`config.mk`:
```
export PLATFORM = sky130hd
export DESIGN_NAME = pwm_sequencer_multi
export DESIGN_NICKNAME = d
export VERILOG_FILES = /design/src/rtl/pwm_seq_pkg.sv /design/src/rtl/pwm_seq_shaper.sv /design/src/rtl/pwm_sequencer_multi.sv
export SDC_FILE = /design/constraint.sdc
export NUM_CORES = 1
export LEC_CHECK = 0
export ABC_AREA = 1
export ABC_CLOCK_PERIOD_IN_PS = 6350
export CAP_MARGIN = 25
export CORE_MARGIN = 1
export CORE_UTILIZATION = 55
export CTS_BUF_LIST = sky130_fd_sc_hd__clkbuf_4 sky130_fd_sc_hd__clkbuf_8
export CTS_CLUSTER_SIZE = 25
export DETAILED_ROUTE_END_ITERATION = 12
export GPL_TIMING_DRIVEN = 0
export PLACE_DENSITY = 0.88
export SYNTH_ARGS = -nofsm -noshare
export SYNTH_HDL_FRONTEND = slang
export SYNTH_SLANG_ARGS = --single-unit
export TNS_END_PERCENT = 1
```
`constraint.sdc`:
```
create_clock -name i_clk -period 6.35 [get_ports i_clk]
set_input_delay 1.905 -clock i_clk [delete_from_list [all_inputs] [get_ports i_clk]]
set_output_delay 1.905 -clock i_clk [all_outputs]
set_load 0.05 [all_outputs]
```
`src/rtl/pwm_seq_pkg.sv`:
```
// Purpose : shared types and helpers for the multi-channel PWM fade sequencer.
// Latency : n/a (declarations only).
// Backpr. : n/a.
//
// Contents: waveform mode enumeration, four-phase position encodings and the
// elaboration-time channel offset reduction.
package pwm_seq_pkg;

    typedef enum logic [1:0] {
        MODE_FOURPHASE = 2'd0,
        MODE_SAW       = 2'd1,
        MODE_TRI       = 2'd2,
        MODE_STATIC    = 2'd3
    } mode_e;

    // Upper two bits of a channel position: which quarter of the cycle it is in.
    localparam logic [1:0] PHASE_LOW  = 2'd0;
    localparam logic [1:0] PHASE_RISE = 2'd1;
    localparam logic [1:0] PHASE_HIGH = 2'd2;
    localparam logic [1:0] PHASE_FALL = 2'd3;

    // Position offset of channel k, reduced into one full cycle (4 * 2^width).
    // The spread is reduced before multiplying so large SPREAD values cannot overflow.
    function automatic int chan_offset(input int k, input int spread, input int width);
        int span;
        span = 4 * (1 << width);
        return (k * (spread % span)) % span;
    endfunction

endpackage

```
`src/rtl/pwm_seq_shaper.sv`:
```
// Purpose : maps one channel position and waveform mode to a PWM compare value.
// Latency : combinational; with PWM_SEQ_GAMMA_EN one registered stage loaded by i_load.
// Backpr. : none; the value is consumed whenever the top issues a load.
//
// Ports   : i_pos   channel position, [WIDTH+1:WIDTH] = phase, [WIDTH-1:0] = ramp
//           i_mode  waveform mode (mode_e encoding)
//           i_level static level used by MODE_STATIC
//           o_value compare value, 0..2^WIDTH
//           i_clk/i_rst_n/i_load exist only when PWM_SEQ_GAMMA_EN is defined
// Option  : PWM_SEQ_GAMMA_EN squares the value ((v*v)>>WIDTH) except in MODE_STATIC.
module pwm_seq_shaper
    import pwm_seq_pkg::*;
#(
    parameter int WIDTH = 8
) (
`ifdef PWM_SEQ_GAMMA_EN
    input  logic             i_clk,
    input  logic             i_rst_n,
    input  logic             i_load,
`endif
    input  logic [WIDTH+1:0] i_pos,
    input  logic [1:0]       i_mode,
    input  logic [WIDTH:0]   i_level,
    output logic [WIDTH:0]   o_value
);

    localparam logic [WIDTH:0] FULL_V = {1'b1, {WIDTH{1'b0}}};

    logic [1:0]       phase;
    logic [WIDTH-1:0] ramp;
    logic [WIDTH:0]   ramp_v;
    logic [WIDTH:0]   fall_v;
    logic [WIDTH:0]   lin_v;

    assign phase  = i_pos[WIDTH+1:WIDTH];
    assign ramp   = i_pos[WIDTH-1:0];
    assign ramp_v = {1'b0, ramp};
    // One bit wider than the ramp so that ramp 0 on a falling edge gives FULL, not 0.
    assign fall_v = FULL_V - ramp_v;

    always_comb begin
        lin_v = ramp_v;
        case (i_mode)
            MODE_FOURPHASE: begin
                case (phase)
                    PHASE_LOW:  lin_v = '0;
                    PHASE_RISE: lin_v = ramp_v;
                    PHASE_HIGH: lin_v = FULL_V;
                    default:    lin_v = fall_v;
                endcase
            end
            MODE_SAW: lin_v = ramp_v;
            // phase[0] is position bit WIDTH: odd half-periods fall.
            MODE_TRI: lin_v = phase[0] ? fall_v : ramp_v;
            default:  lin_v = i_level;
        endcase
    end

`ifdef PWM_SEQ_GAMMA_EN
    logic [WIDTH:0]     lin_q, lin_d;
    logic               bypass_q, bypass_d;
    logic [2*WIDTH+1:0] lin_ext;
    logic [2*WIDTH+1:0] square;
    logic               unused_square_bits;

    always_comb begin
        lin_d    = lin_q;
        bypass_d = bypass_q;
        if (i_load) begin
            lin_d    = lin_v;
            bypass_d = (i_mode == MODE_STATIC);
        end
    end

    always_ff @(posedge i_clk or negedge i_rst_n) begin
        if (!i_rst_n) begin
            lin_q    <= '0;
            bypass_q <= 1'b0;
        end else begin
            lin_q    <= lin_d;
            bypass_q <= bypass_d;
        end
    end

    // FULL*FULL >> WIDTH == FULL, so the top end of the range is preserved exactly.
    assign lin_ext = {{(WIDTH+1){1'b0}}, lin_q};
    assign square  = lin_ext * lin_ext;
    assign o_value = bypass_q ? lin_q : square[2*WIDTH:WIDTH];
    assign unused_square_bits = ^{square[2*WIDTH+1], square[WIDTH-1:0]};
`else
    assign o_value = lin_v;
`endif

endmodule

```
`src/rtl/pwm_sequencer_multi.sv`:
```
// Purpose : multi-channel PWM fade sequencer; one shared step timer/position, per-channel phase spread.
// Latency : tick/sync/post-reset load -> o_compare + valid pulse 1 cycle (2 with PWM_SEQ_GAMMA_EN).
// Backpr. : none; each load is a one-cycle valid pulse the PWM bank must accept.
//
// Ports   : i_enable advances the timer, i_sync restarts timer and position,
//           i_mode latched at tick/sync, i_level static level for mode 3,
//           o_top constant FULL-1, o_compare channel k at [k*(WIDTH+1) +: WIDTH+1],
//           o_compare_valid / o_top_valid one-cycle load pulse.
// Option  : PWM_SEQ_GAMMA_EN adds a squaring gamma stage and one cycle of latency.
module pwm_sequencer_multi
    import pwm_seq_pkg::*;
#(
    parameter int CHANNELS = 3,
    parameter int WIDTH    = 8,
    parameter int STEP     = 97_276,
    parameter int SPREAD   = 256
) (
    input  logic                            i_clk,
    input  logic                            i_rst_n,
    input  logic                            i_enable,
    input  logic                            i_sync,
    input  logic [1:0]                      i_mode,
    input  logic [WIDTH:0]                  i_level,
    output logic [WIDTH-1:0]                o_top,
    output logic                            o_top_valid,
    output logic [CHANNELS*(WIDTH+1)-1:0]   o_compare,
    output logic                            o_compare_valid
);

    localparam int CMP_W = WIDTH + 1;
    localparam int POS_W = WIDTH + 2;
    localparam int CNT_W = (STEP > 1) ? $clog2(STEP) : 1;
    localparam logic [CNT_W-1:0] CNT_LAST = CNT_W'(STEP - 1);

    logic [CNT_W-1:0]          step_cnt_q, step_cnt_d;
    logic [POS_W-1:0]          pos_q, pos_d;
    logic [1:0]                mode_q, mode_d;
    logic                      started_q, started_d;
    logic                      load_q, load_d;
    logic [CHANNELS*CMP_W-1:0] compare_q, compare_d;
    logic [CHANNELS*CMP_W-1:0] shaped_all;
    logic                      tick;

    assign tick = i_enable && (step_cnt_q == CNT_LAST);

    // Timer and position. Sync wins over tick, so a coincident pair restarts at 0.
    // The first cycle out of reset issues one load so the PWM bank gets initial values.
    always_comb begin
        step_cnt_d = step_cnt_q;
        pos_d      = pos_q;
        mode_d     = mode_q;
        started_d  = 1'b1;
        load_d     = !started_q;
        if (i_sync) begin
            step_cnt_d = '0;
            pos_d      = '0;
            mode_d     = i_mode;
            load_d     = 1'b1;
        end else if (tick) begin
            step_cnt_d = '0;
            pos_d      = pos_q + POS_W'(1);   // natural wrap at 4*FULL
            mode_d     = i_mode;
            load_d     = 1'b1;
        end else if (i_enable) begin
            step_cnt_d = step_cnt_q + CNT_W'(1);
        end
    end

    // Shapers see the post-update position/mode so the output register can
    // capture the new values on the same edge that raises load.
    for (genvar k = 0; k < CHANNELS; k++) begin : g_chan
        localparam logic [POS_W-1:0] OFFSET = POS_W'(chan_offset(k, SPREAD, WIDTH));
        logic [POS_W-1:0] chan_pos;

        assign chan_pos = pos_d + OFFSET;

        pwm_seq_shaper #(
            .WIDTH   (WIDTH)
        ) u_shaper (
`ifdef PWM_SEQ_GAMMA_EN
            .i_clk   (i_clk),
            .i_rst_n (i_rst_n),
            .i_load  (load_d),
`endif
            .i_pos   (chan_pos),
            .i_mode  (mode_d),
            .i_level (i_level),
            .o_value (shaped_all[k*CMP_W +: CMP_W])
        );
    end

`ifdef PWM_SEQ_GAMMA_EN
    // The shapers hold the linear value for one cycle; load_q marks it ready.
    logic valid_q, valid_d;

    always_comb begin
        compare_d = compare_q;
        valid_d   = load_q;
        if (load_q) begin
            compare_d = shaped_all;
        end
    end

    always_ff @(posedge i_clk or negedge i_rst_n) begin
        if (!i_rst_n) begin
            valid_q <= 1'b0;
        end else begin
            valid_q <= valid_d;
        end
    end

    assign o_compare_valid = valid_q;
`else
    always_comb begin
        compare_d = compare_q;
        if (load_d) begin
            compare_d = shaped_all;
        end
    end

    assign o_compare_valid = load_q;
`endif

    always_ff @(posedge i_clk or negedge i_rst_n) begin
        if (!i_rst_n) begin
            step_cnt_q <= '0;
            pos_q      <= '0;
            mode_q     <= '0;
            started_q  <= 1'b0;
            load_q     <= 1'b0;
            compare_q  <= '0;
        end else begin
            step_cnt_q <= step_cnt_d;
            pos_q      <= pos_d;
            mode_q     <= mode_d;
            started_q  <= started_d;
            load_q     <= load_d;
            compare_q  <= compare_d;
        end
    end

    assign o_compare   = compare_q;
    assign o_top       = {WIDTH{1'b1}};
    assign o_top_valid = o_compare_valid;

endmodule

```
Word-level counts from Yosys, hierarchy flattened
Index checks and enable logic that the tools add are counted.

storage, ports and cells
  register bits = 58

operators by class
  muxes and demuxes = 18
  reductions and logical operators = 7
  add/sub/neg operators = 7
  equal/unequal tests = 9

operator list
  cell                                              number
  one-hot mux 9 bit (3 select lines)                6
  2-to-1 mux 17 bit                                 3
  2-to-1 mux 9 bit                                  3
  subtractor 9 x 8 -> 9 bit (first input constant)  3
  2-to-1 mux 10 bit                                 2
  adder 17 x 1 -> 17 bit (second input constant)    1
  == test 17 bit (second input constant)            1
  adder 10 x 1 -> 10 bit (second input constant)    1
  adder 10 bit (second input constant)              1
  adder 10 x 9 -> 10 bit (second input constant)    1
  == test 2 x 1 -> 1 bit (second input constant)    4
  == test 2 bit (second input constant)             4
  zero test 2 bit                                   4
  2-to-1 mux 2 bit                                  2
  nonzero test 3 bit                                1
  2-to-1 mux 1 bit                                  2
  logical AND 1 bit                                 1
  zero test 1 bit                                   1

Logic depth before layout (Yosys ltp)
Gate-level depths: netlist of run 1.

  depth after elaboration = 8
  gate-level depth with buffers = 21
  depth with buffers taken out = 20

Hierarchy
Synthesis of run 1 repeated with hierarchy kept, for this count alone.

unflattened totals
  cell total of the unflattened synthesis = 669
  area total of the unflattened synthesis = 4436.8 um^2

by module, submodules not included
  module               area an instance (um^2)  cells an instance  instances
  pwm_sequencer_multi  2972.9                   366                1
  pwm_seq_shaper       488.0                    101                3

Worst setup path before layout of run 1
Ideal clock, no wire load.

  path kind = input to register
  start = input i_sync
  end = register compare_q[15], in the netlist o_compare[15]
  stages on the path = 13
  library setup time = 0.113 ns
  required time = 6.237 ns
  path buffers = 1
  arrival = 3.269 ns
  path slack = 2.968 ns
  path through = inv_1 -> buf_1 -> nand3_1 -> nand2_2 -> inv_1 -> nand2_1 -> nand2_1 -> nand2_1 -> nand2_1 -> nand2_1 -> nand3_1 -> nand2_1 -> inv_1

between the ends
  longest elaborated chain between the ends = 5
  elaborated cells on any way between the ends = 14

ends and longest elaborated chain
  item                                                                    RTL line                                    RTL
  from (decl)                                                             pwm_sequencer_multi.sv:21                   input logic i_sync,
  2-to-1 mux 10 bit                                                       pwm_sequencer_multi.sv:54                   if (i_sync) begin
  adder 10 x 9 -> 10 bit                                                  pwm_sequencer_multi.sv:75                   assign chan_pos = pos_d + OFFSET;
  subtractor 9 x 8 -> 9 bit, or another cell as far along                 pwm_seq_shaper.sv:39                        assign fall_v = FULL_V - ramp_v;
  one-hot mux 9 bit (3 select lines) or 2-to-1 mux 9 bit (tied branches)  pwm_seq_shaper.sv:45, pwm_seq_shaper.sv:54
  one-hot mux 9 bit (3 select lines)                                      pwm_seq_shaper.sv:43                        case (i_mode)
  to (signal assigned)                                                    pwm_sequencer_multi.sv:138                  compare_q <= compare_d;
  to (decl)                                                               pwm_sequencer_multi.sv:40                   logic [CHANNELS*CMP_W-1:0] compare_q, compare_d;

Parallel ways exist; a longest one is shown, timed or not.
A chain may end at the register's enable or synchronous reset.

Final worst setup path of run 1
  start = input i_enable
  end = register compare_q[15], in the netlist o_compare[15]

between the ends
  longest elaborated chain between the ends = 7
  elaborated cells on any way between the ends = 18

ends and longest elaborated chain
  item                                                                    RTL line                                    RTL
  from (decl)                                                             pwm_sequencer_multi.sv:20                   input logic i_enable,
  logical AND 1 bit *                                                     pwm_sequencer_multi.sv:44                   assign tick = i_enable && (step_cnt_q == CNT_LAST);
  2-to-1 mux 10 bit                                                       pwm_sequencer_multi.sv:59                   end else if (tick) begin
  2-to-1 mux 10 bit                                                       pwm_sequencer_multi.sv:54
  adder 10 x 9 -> 10 bit                                                  pwm_sequencer_multi.sv:75
  subtractor 9 x 8 -> 9 bit, or another cell as far along                 pwm_seq_shaper.sv:39
  one-hot mux 9 bit (3 select lines) or 2-to-1 mux 9 bit (tied branches)  pwm_seq_shaper.sv:45, pwm_seq_shaper.sv:54
  one-hot mux 9 bit (3 select lines)                                      pwm_seq_shaper.sv:43

Every way passes the cells marked *; elsewhere a longest branch is shown, timed or not.

==> flow_summary.json, run 1 <==
{
  "fin_tns_setup_ns": 0,
  "synthMuxAreaShare_pct": 0,
  "cts_made_buffers": 9,
  "critPathKind": "in -> reg",
  "final_common_cell": "nand2_1",
  "clock_sinks": 57,
  "core_mm2": 0.00683,
  "synth-simple-area-share_pct": 38.2,
  "p_int_w": 0.000637,
  "status": "completed",
  "slew_headroom_pct": 57.6,
  "cp_num_buf_inv": 3,
  "reg2reg_from": "step_cnt_q[0]",
  "cp.arrival_ns": 4.31,
  "vdd_drop_max_uv": 119,
  "slew_violations": 0,
  "avgSynthCellArea_um2": 6.87,
  "rsz0062_at_grt": "false",
  "track_usage_pct": 31.2,
  "synth_edf_count": 0,
  "ys_async_sr_fraction_pct": 100,
  "path_cells": "clkdlybuf4s50_1, buf_2, nand3_1, nand3_1, ha_1, nand2_1, nor2_1, nand2_1, nand2_1, nand2_1, nand2_1, nand2_1, nand3_1, nand2_1, inv_1",
  "synthAdderAreaFrac_pct": 0.960,
  "fin_crit_sh_pct": 63.5,
  "fmax_mhz": 248,
  "p_sw_share_pct": 32.8,
  "first_pass_iters": 5,
  "p_switching_w": 0.000311,
  "grt_pass1_wl_um": 18000,
  "synth-seq-cells": 57,
  "cts_resized": 0,
  "vias_per_cell": 5.43,
  "die-area_mm2": 0.00745,
  "vias": 3966,
  "hold_class": "reg -> reg",
  "seq_area_frac_synth_pct": 36.5,
  "root_buffer": "clkbuf_8",
  "ys_top_cells_by_area": "dfrtp_1, nand2_1, nand3_1, inv_1, a21oi_1",
  "cts_max_level": 3,
  "first_iter_violations": 229,
  "start_util_pct": 57.3,
  "start_kind": "input pin",
  "yosysWarnings": 0,
  "min_from": "o_compare[11]",
  "path_clk_slew_ns": 0.07,
  "diodes": 0,
  "synth_top_area_share_pct": 36.5,
  "drv_cap": 0,
  "fillers": 592,
  "drcViolationCount": 0,
  "rows": 30,
  "final_cell_mix": "nand2_1, inv_1, nand3_1, dfrtp_1, clkdlybuf4s50_1",
  "grt_max_degree": 32,
  "post_cts_buffers": 0,
  "ff_latch_area_mm2": 0.00143,
  "path_max_fanout": 10,
  "seqPwrFrac_pct": 41.6,
  "drt-total-wl_um": 10700,
  "die_h_um": 86.3,
  "dpl.hpwl_um": 8140,
  "pwr-share-clk_pct": 35.3,
  "path_delay_family": "simple AND/OR/NAND/NOR gates",
  "multi_input_area_mm2": 0.00201,
  "gr-total-overflow": 0,
  "synth_top_family_by_area": "simple AND/OR/NAND/NOR gates",
  "portBuffers": 43,
  "tritoncts": "done",
  "r2r_slack_ns": 3.56,
  "required_ns": 6.63,
  "syn_inst": 569,
  "cts_hold_buf": 0,
  "cp_slowest_stage_delay_ns": 0.59,
  "io-pin-count": 52,
  "period_minus_slack_ns": 4.03,
  "crit_path_start": "i_enable",
  "setup_violations": 0,
  "die_w_um": 86.3,
  "drive_above_1_share_pct": 14.8,
  "clk_latency_ns": 0.34,
  "ys.flop_type": "dfrtp_1",
  "synth_compound_area_share_pct": 11.0,
  "fin_skew_ns": 0.00827,
  "p_leak_nw": 2.43,
  "yosys.area.top_type": "dfrtp_1",
  "finalNetCount": 650,
  "yosysUniqueCellTypes": 40,
  "area_growth_pct": 19.9,
  "worstMarginPinSlew_ns": 0.635,
  "crit_top_cell": "nand2_1",
  "wl_per_cell_um": 14.7,
  "first_global_vias": 3949,
  "antenna_found_initial": 0,
  "gp_congestion": 0.945,
  "hold_viol": 0,
  "pwr-share-comb_pct": 23.1,
  "synth_area_mm2": 0.00391,
  "cpMaxStageDelayCell": "clkdlybuf4s50_1",
  "power_per_cell_area_mw_per_mm2": 202,
  "drtAntennaViolNets": 0,
  "clockBufferDepth": 2,
  "endpoint_kind": "flop",
  "synth_xor_area_share_pct": 0.448,
  "utilization_pct": 68.6
}
-- per-layer routing --
layer	vias up	global-route usage [%]	share of wire, %
met5	-	0	0
met4	0	15.0	2.9
li1	1931	-	-
met3	32	4.38	5.4
met2	147	55.3	49
met1	1856	37.3	42
-- per-stage QoR --
step / worst slack [ns] / total power (W) / instance area [um2] / instances / hold WS (ns)
2_1_floorplan: 2.97 / 0.000543 / 3940 / 577 / 0.488
3_3_place_gp: 1.66 / 0.000615 / 4490 / 716 / 0.473
3_5_place_dp: 2.03 / 0.000619 / 4510 / 717 / 0.474
4_1_cts: 2.37 / 0.000951 / 4690 / 731 / 0.493
5_1_grt: 2.08 / 0.000983 / 4690 / 731 / 0.517
6_report: 2.32 / 0.000948 / 4690 / 731 / 0.489
-- area by class of cell --
class | count | share of cell area, %
plain buffers | 22 | 3.18
inverters | 94 | 7.52
flip-flops and latches | 57 | 30.4
clock inverters | 4 | 0.961
clock buffers | 10 | 2.93
multi-input cells | 404 | 42.9
repair buffers | 44 | 9.50
well taps | 96 | 2.56
-- cells in the mapped netlist, drive strengths merged, types with 2 or more instances --
| cell | n |
|---|---|
| nand2 | 157 |
| inv | 92 |
| nand3 | 70 |
| dfrtp | 57 |
| nor2 | 48 |
| o21ai | 33 |
| a21oi | 31 |
| buf | 21 |
| or2 | 13 |
| nand4 | 12 |
| nor3 | 10 |
| a31oi | 6 |
| ha | 3 |
| clkinv | 2 |
| o22ai | 2 |
-- power by group through the flow --
stage	clock, W	combinational (W)	sequential, W
after global routing	0.000353	0.000234	0.000396
final	0.000335	0.000219	0.000394
after floorplan	0	0.0000819	0.000461
after global placement	0	0.000216	0.000400
after detailed placement	0	0.000219	0.000401
after CTS	0.000337	0.000220	0.000394
-- final timing paths --
path                                 end  cells past startpoint
setup / recovery           o_compare[15]                     15
hold / removal             o_compare[11]                      2
setup reg to reg           o_compare[15]                     19
hold reg to reg            o_compare[11]                      2
max in group asynchronous   o_compare[4]                      2
min in group asynchronous  step_cnt_q[7]                      1
-- worst min-delay path: stages, from the launching register on --
cell	delay, ns
dfrtp_1	0.35
o21ai_1	0.07
inv_1	0.04
-- cells by family (layout without fill, tap and decap cells) --
kind of cell             count (synthesis)  after routing
XOR/XNOR                                 2              2
AO/OA/AOI/OAI                           77             77
other                                    1              9
buffers and inverters                  116            174
adder cells (fa/ha/maj)                  3              3
flip-flops                              57             57
AND/OR/NAND/NOR                        313            313
-- registers in the layout (all words and copies together), names as in the netlist --
signal	flops
mode_q	2
o_compare	26
started_q	1
step_cnt_q	17
pos_q	10
o_compare_valid	1
Power figures use the tool's default switching activity.
==> inputs of run 2 (changes only) <==
ABC_CLOCK_PERIOD_IN_PS = 4000   (was 6350)
clock period = 4 ns   (was 6.35 ns; I/O delays follow)
==> results of run 2 <==
Same layout as run 1 (identical final DEF). Status: completed.
Among the figures that moved: setup slack after placement 2.03 ns -> 0.385 ns; setup slack after layout 2.32 ns -> 0.675 ns; register-to-register setup slack 3.56 ns -> 1.21 ns; total power 0.000948 W -> 0.00150 W; worst IR drop on VDD 119 uV -> 188 uV
